===== config.mk =====
export PLATFORM = sky130hd
export DESIGN_NAME = mbc_port_scheduler
export DESIGN_NICKNAME = d
export VERILOG_FILES = /design/src/rtl/mbc_port_scheduler.sv
export SDC_FILE = /design/constraint.sdc
export NUM_CORES = 1
export LEC_CHECK = 0
export BUFFER_PORTS_ARGS = -buffer_cell sky130_fd_sc_hd__buf_2
export CORE_MARGIN = 2
export CORE_UTILIZATION = 52
export CTS_BUF_LIST = sky130_fd_sc_hd__clkbuf_2 sky130_fd_sc_hd__clkbuf_4 sky130_fd_sc_hd__clkbuf_8
export CTS_CLUSTER_SIZE = 20
export DETAILED_ROUTE_END_ITERATION = 10
export PLACE_DENSITY = 0.78
export SLEW_MARGIN = 20
export SYNTH_ARGS = -nofsm -noshare
export SYNTH_HDL_FRONTEND = slang
export SYNTH_SLANG_ARGS = --single-unit

===== constraint.sdc =====
create_clock -name clk -period 4.6 [get_ports clk]
set_input_delay 1.15 -clock clk [delete_from_list [all_inputs] [get_ports clk]]
set_output_delay 1.15 -clock clk [all_outputs]
set_load 0.1 [all_outputs]

===== src/rtl/mbc_port_scheduler.sv =====
// mbc_port_scheduler: per-port request FIFOs with tagging, freeze replay, response registering and in-flight tracking
module mbc_port_scheduler #(
  parameter int FIFO_DEPTH      = 4,
  parameter int MAX_OUTSTANDING = 4
) (
  input  logic        clk,
  input  logic        reset,
  input  logic        req1_valid,
  output logic        req1_ready,
  input  logic [11:0] req1_addr,
  input  logic [15:0] req1_data,
  input  logic        req1_wen,
  output logic [1:0]  req1_tag,
  input  logic        req2_valid,
  output logic        req2_ready,
  input  logic [11:0] req2_addr,
  input  logic [15:0] req2_data,
  input  logic        req2_wen,
  output logic [1:0]  req2_tag,
  input  logic        req3_valid,
  output logic        req3_ready,
  input  logic [11:0] req3_addr,
  input  logic [15:0] req3_data,
  input  logic        req3_wen,
  output logic [1:0]  req3_tag,
  output logic [1:0]  port1_req_tag_in,
  output logic [11:0] port1_addr,
  output logic [15:0] port1_data_in,
  output logic        port1_wen,
  output logic        port1_valid,
  output logic [1:0]  port2_req_tag_in,
  output logic [11:0] port2_addr,
  output logic [15:0] port2_data_in,
  output logic        port2_wen,
  output logic        port2_valid,
  output logic [1:0]  port3_req_tag_in,
  output logic [11:0] port3_addr,
  output logic [15:0] port3_data_in,
  output logic        port3_wen,
  output logic        port3_valid,
  input  logic        freeze_inputs,
  input  logic [1:0]  port1_req_tag_out,
  input  logic [15:0] port1_data_out,
  input  logic        port1_valid_out,
  input  logic [1:0]  port2_req_tag_out,
  input  logic [15:0] port2_data_out,
  input  logic        port2_valid_out,
  input  logic [1:0]  port3_req_tag_out,
  input  logic [15:0] port3_data_out,
  input  logic        port3_valid_out,
  output logic        rsp1_valid,
  output logic [1:0]  rsp1_tag,
  output logic [15:0] rsp1_data,
  output logic        rsp2_valid,
  output logic [1:0]  rsp2_tag,
  output logic [15:0] rsp2_data,
  output logic        rsp3_valid,
  output logic [1:0]  rsp3_tag,
  output logic [15:0] rsp3_data,
  input  logic        drain,
  output logic        idle,
  output logic        err
);
  localparam int AW = $clog2(FIFO_DEPTH);
  localparam logic [AW:0] DEPTH_V = (AW+1)'(FIFO_DEPTH);
  localparam logic [2:0] MAX_V = 3'(MAX_OUTSTANDING);
  logic [2:0]  valid_in, wen_in, ready, empty, busy, spur, cl_valid;
  logic [2:0]  rsp_v;
  logic [11:0] addr_in [3];
  logic [15:0] data_in [3];
  logic [1:0]  cl_tag [3];
  logic [15:0] cl_data [3];
  logic [1:0]  tag_cnt [3];
  logic [30:0] head [3];
  logic [17:0] rsp_r [3];
  assign valid_in = {req3_valid, req2_valid, req1_valid};
  assign wen_in   = {req3_wen, req2_wen, req1_wen};
  assign cl_valid = {port3_valid_out, port2_valid_out, port1_valid_out};
  assign addr_in  = '{req1_addr, req2_addr, req3_addr};
  assign data_in  = '{req1_data, req2_data, req3_data};
  assign cl_tag   = '{port1_req_tag_out, port2_req_tag_out, port3_req_tag_out};
  assign cl_data  = '{port1_data_out, port2_data_out, port3_data_out};
  for (genvar i = 0; i < 3; i++) begin : g_port
    logic [30:0] mem [FIFO_DEPTH];
    logic [AW:0] wr_ptr, rd_ptr;
    logic [2:0]  inflight;
    logic        full, push, pop, dec;
    always_comb begin
      empty[i] = wr_ptr == rd_ptr;
      full     = (wr_ptr - rd_ptr) == DEPTH_V;
      ready[i] = !reset && !drain && !full && inflight < MAX_V;
      push     = valid_in[i] && ready[i];
      pop      = !empty[i] && !freeze_inputs;
      spur[i]  = cl_valid[i] && inflight == 3'd0;
      dec      = cl_valid[i] && !spur[i];
      busy[i]  = !empty[i] || inflight != 3'd0;
      head[i]  = empty[i] ? '0 : mem[rd_ptr[AW-1:0]];
    end
    always_ff @(posedge clk)
      if (push) mem[wr_ptr[AW-1:0]] <= {tag_cnt[i], addr_in[i], data_in[i], wen_in[i]};
    always_ff @(posedge clk) begin
      if (reset) begin
        wr_ptr     <= '0;
        rd_ptr     <= '0;
        tag_cnt[i] <= '0;
        inflight   <= '0;
        rsp_v[i]   <= 1'b0;
        rsp_r[i]   <= '0;
      end else begin
        wr_ptr     <= wr_ptr + (AW+1)'(push);
        rd_ptr     <= rd_ptr + (AW+1)'(pop);
        tag_cnt[i] <= tag_cnt[i] + 2'(push);
        inflight   <= inflight + 3'(push) - 3'(dec);
        rsp_v[i]   <= cl_valid[i];
        rsp_r[i]   <= cl_valid[i] ? {cl_tag[i], cl_data[i]} : '0;
      end
    end
  end
  always_ff @(posedge clk)
    if (reset) err <= 1'b0;
    else if (|spur) err <= 1'b1;
  assign idle = ~|busy;
  assign {req3_ready, req2_ready, req1_ready} = ready;
  assign req1_tag = tag_cnt[0];
  assign req2_tag = tag_cnt[1];
  assign req3_tag = tag_cnt[2];
  assign {port1_req_tag_in, port1_addr, port1_data_in, port1_wen} = head[0];
  assign {port2_req_tag_in, port2_addr, port2_data_in, port2_wen} = head[1];
  assign {port3_req_tag_in, port3_addr, port3_data_in, port3_wen} = head[2];
  assign {port3_valid, port2_valid, port1_valid} = ~empty;
  assign {rsp3_valid, rsp2_valid, rsp1_valid} = rsp_v;
  assign {rsp1_tag, rsp1_data} = rsp_r[0];
  assign {rsp2_tag, rsp2_data} = rsp_r[1];
  assign {rsp3_tag, rsp3_data} = rsp_r[2];
endmodule


==> flow_metrics.env <==
export IMPL_worst_ep_required_time_ns=3.45
export IMPL_crit_arrival_ns=2.84
export IMPL_io_buffers=314
export IMPL_rrSetupSlack_ns=1.72
export IMPL_vias=9370
export IMPL_synth_avg_cell_area_um2=19.3
export IMPL_slew_headroom=0.382
export IMPL_grt_pass1_vias=9918
export IMPL_setup_tns_ns=0
export IMPL_antenna_found_initial=5
export IMPL_clk_path_buf_depth=3
export IMPL_io_pins=315
export IMPL_power_per_cell_area_nw_per_um2=497
export IMPL_h_tree_depth=3
export IMPL_r2r_end="g_port[2].inflight[2]$_SDFF_PP0_"
export IMPL_setup_worst_path_start_class="register"
export IMPL_dieHeight_um=188
export IMPL_globalplace_congestion=0.805
export IMPL_place_ws_ns=0.913
export IMPL_synthCells=910
export IMPL_cp_max_fo=33
export IMPL_finClkSkew_ns=0.0282
export IMPL_first_pass_iters=4
export IMPL_hpwl_um=22400
export IMPL_slew_violations=0
export IMPL_final_antenna_net_count=0
export IMPL_cts_setup_buffers=0
export IMPL_rsz0062_at_grt="no"
export IMPL_cts_resized=0
export IMPL_whs_ns=0.541
export IMPL_cts_buffers=74
export IMPL_cts_root_buf="clkbuf_8"
export IMPL_fin_nets=1468
export IMPL_worst_pin_slew_ns=0.924
export IMPL_r2r_cells=11
export IMPL_fin_util=0.637
export IMPL_yosysWarnings=0
export IMPL_grt_max_degree=39
export IMPL_ir_drop_v=0.000376
export IMPL_final_hold_viol_count=0
export IMPL_grt_ovfl_total=0
export IMPL_fin_ws_ns=0.606
export IMPL_clock_latency_ns=0.61
export IMPL_end_kind="output pin"
export IMPL_wl_per_cell_um=19.4
export IMPL_synth_fp_nets=1091
export IMPL_status="finished, final reports clean"
export IMPL_fp_coreArea_um2=33400
export IMPL_via_per_inst=5.21
export IMPL_ys_ff_latch=463
export IMPL_min_delay_start="tag_cnt[1][0]$_SDFF_PP0_"
export IMPL_routed_wl_um=35000
export IMPL_hold_path_depth=0
export IMPL_drc=0
export IMPL_p_total_mw=10.6
export IMPL_cts_tree="yes"
export IMPL_synth_seq_area_share=0.741
export IMPL_holdPathEnd="g_port[1].mem[1][29]$_DFFE_PP_"
export IMPL_cts_hold_buf=0
export IMPL_mostFrequentLayoutCell="edfxtp_1"
export IMPL_start_util=0.525
export IMPL_num_rows=67
export IMPL_path_clk_slew_ns=0.06
export IMPL_track_usage=0.202
export IMPL_area_growth_syn_to_layout_pct=21.3
export IMPL_syn_area_um2=17500
export IMPL_power_leakage_nw=7.99
export IMPL_period_needed_ns=3.99
export IMPL_die_area_um2=35200
export IMPL_die_w_um=188
export IMPL_fin_crit_sh=0.868
export IMPL_mostFrequentLayoutCells="edfxtp_1, buf_2, and2_1, mux4_2, dfxtp_1"
export IMPL_synth_cell_types=34
export IMPL_layout_drive_gt1_share=0.430
export IMPL_hold_class="register to register"
export IMPL_r2r_start="g_port[2].rd_ptr[0]$_SDFF_PP0_"
export IMPL_crit_type="register to output pin"
export IMPL_numClockSinks=463
export IMPL_grt_pass1_wl_um=53900
export IMPL_drtIter0Drc=538
export IMPL_maxCapViolCount=0
export IMPL_fmax_mhz=250
export IMPL_setup_viol=0
[per-layer routing]
layer / vias to the layer above / global-route usage / routed length [um]
met5: - / 0 / 33
met3: 73 / 0.0565 / 2540
met1: 4673 / 0.250 / 13800
met4: 6 / 0.0866 / 986
met2: 368 / 0.336 / 17600
li1: 4250 / - / -
[logic make-up (layout without fill, tap and decap cells)]
| logic type | Yosys count | in the layout | synth area share |
|---|---|---|---|
| fa+ha+maj | 30 | 30 | 0.0227 |
| other cells | 0 | 5 | 0 |
| simple gates | 225 | 225 | 0.0772 |
| buf+inv | 52 | 488 | 0.0163 |
| compound gates | 26 | 26 | 0.00957 |
| mux | 93 | 93 | 0.120 |
| xor+xnor | 21 | 21 | 0.0131 |
| flops | 463 | 463 | 0.741 |
[synthesized netlist by cell type (all sizes together)]
cell,n,area (um2)
a21oi,14,70.1
xor2,2,17.5
dfxtp,91,1820
nand3,5,25.0
xnor2,19,211
clkbuf,10,37.5
nand4b,2,17.5
nand3b,1,7.51
a21bo,3,30.0
nor3,3,15.0
a211oi,5,37.5
mux4,93,2100
nor2b,62,390
a22oi,1,7.51
nand4,5,31.3
nor2,19,71.3
a21boi,3,22.5
inv,14,52.6
edfxtp,372,11200
fa,3,60.1
ha,27,338
and2,123,772
nand2,3,11.3
nor4,1,6.26
or2,1,6.26
buf,28,195
[power by group]
group	switching [mW]	internal, mW	leakage (nW)
clock network	1.52	1.90	0.779
registers	0.0773	4.65	4.14
logic	1.84	0.574	3.07
[layout make-up]
type	count	area [um2]
sequential	463	13000
clock buffer	111	1320
timing repair buffer	339	1770
inverter	14	52.6
fill	2379	12100
tap	448	561
antenna	5	12.5
multi-input combinational	395	4390
clock inverter	24	151
[state kept, by name (all words and copies together), names as in the netlist]
| name | count |
|---|---|
| g_port.rd_ptr | 9 |
| g_port.mem | 372 |
| rsp3_valid | 1 |
| rsp2_valid | 1 |
| tag_cnt | 6 |
| rsp_r | 54 |
| g_port.inflight | 9 |
| err | 1 |
| g_port.wr_ptr | 9 |
| rsp1_valid | 1 |
[through the flow]
stage          cells  area [um2]
4_1_cts         1794       21300
2_1_floorplan    910       17500
3_5_place_dp    1659       19800
5_1_grt         1796       21300
3_3_place_gp    1659       19800
6_report        1799       21300
[critical path, cell delays in order (launching register included)]
cell and delay, ns:
dfxtp_2 0.60, ha_1 0.31, and2_1 0.31, and2_4 0.36
nor2b_1 0.18, buf_2 0.44
[worst max-delay path by stage]
stage	from	to	slack (ns)	depth (start not counted)
2_1_floorplan	reset	req1_ready	-0.42	3
3_3_place_gp	reset	req1_ready	0.95	4
3_5_place_dp	reset	g_port[0].inflight[2]$_SDFF_PP0_	0.91	13
4_1_cts	g_port[0].rd_ptr[0]$_SDFF_PP0_	port1_addr[4]	0.50	5
5_1_grt	g_port[0].rd_ptr[0]$_SDFF_PP0_	port1_addr[6]	0.40	5
6_report	g_port[0].rd_ptr[0]$_SDFF_PP0_	port1_addr[4]	0.61	5
(Power assumes the default switching activity.)
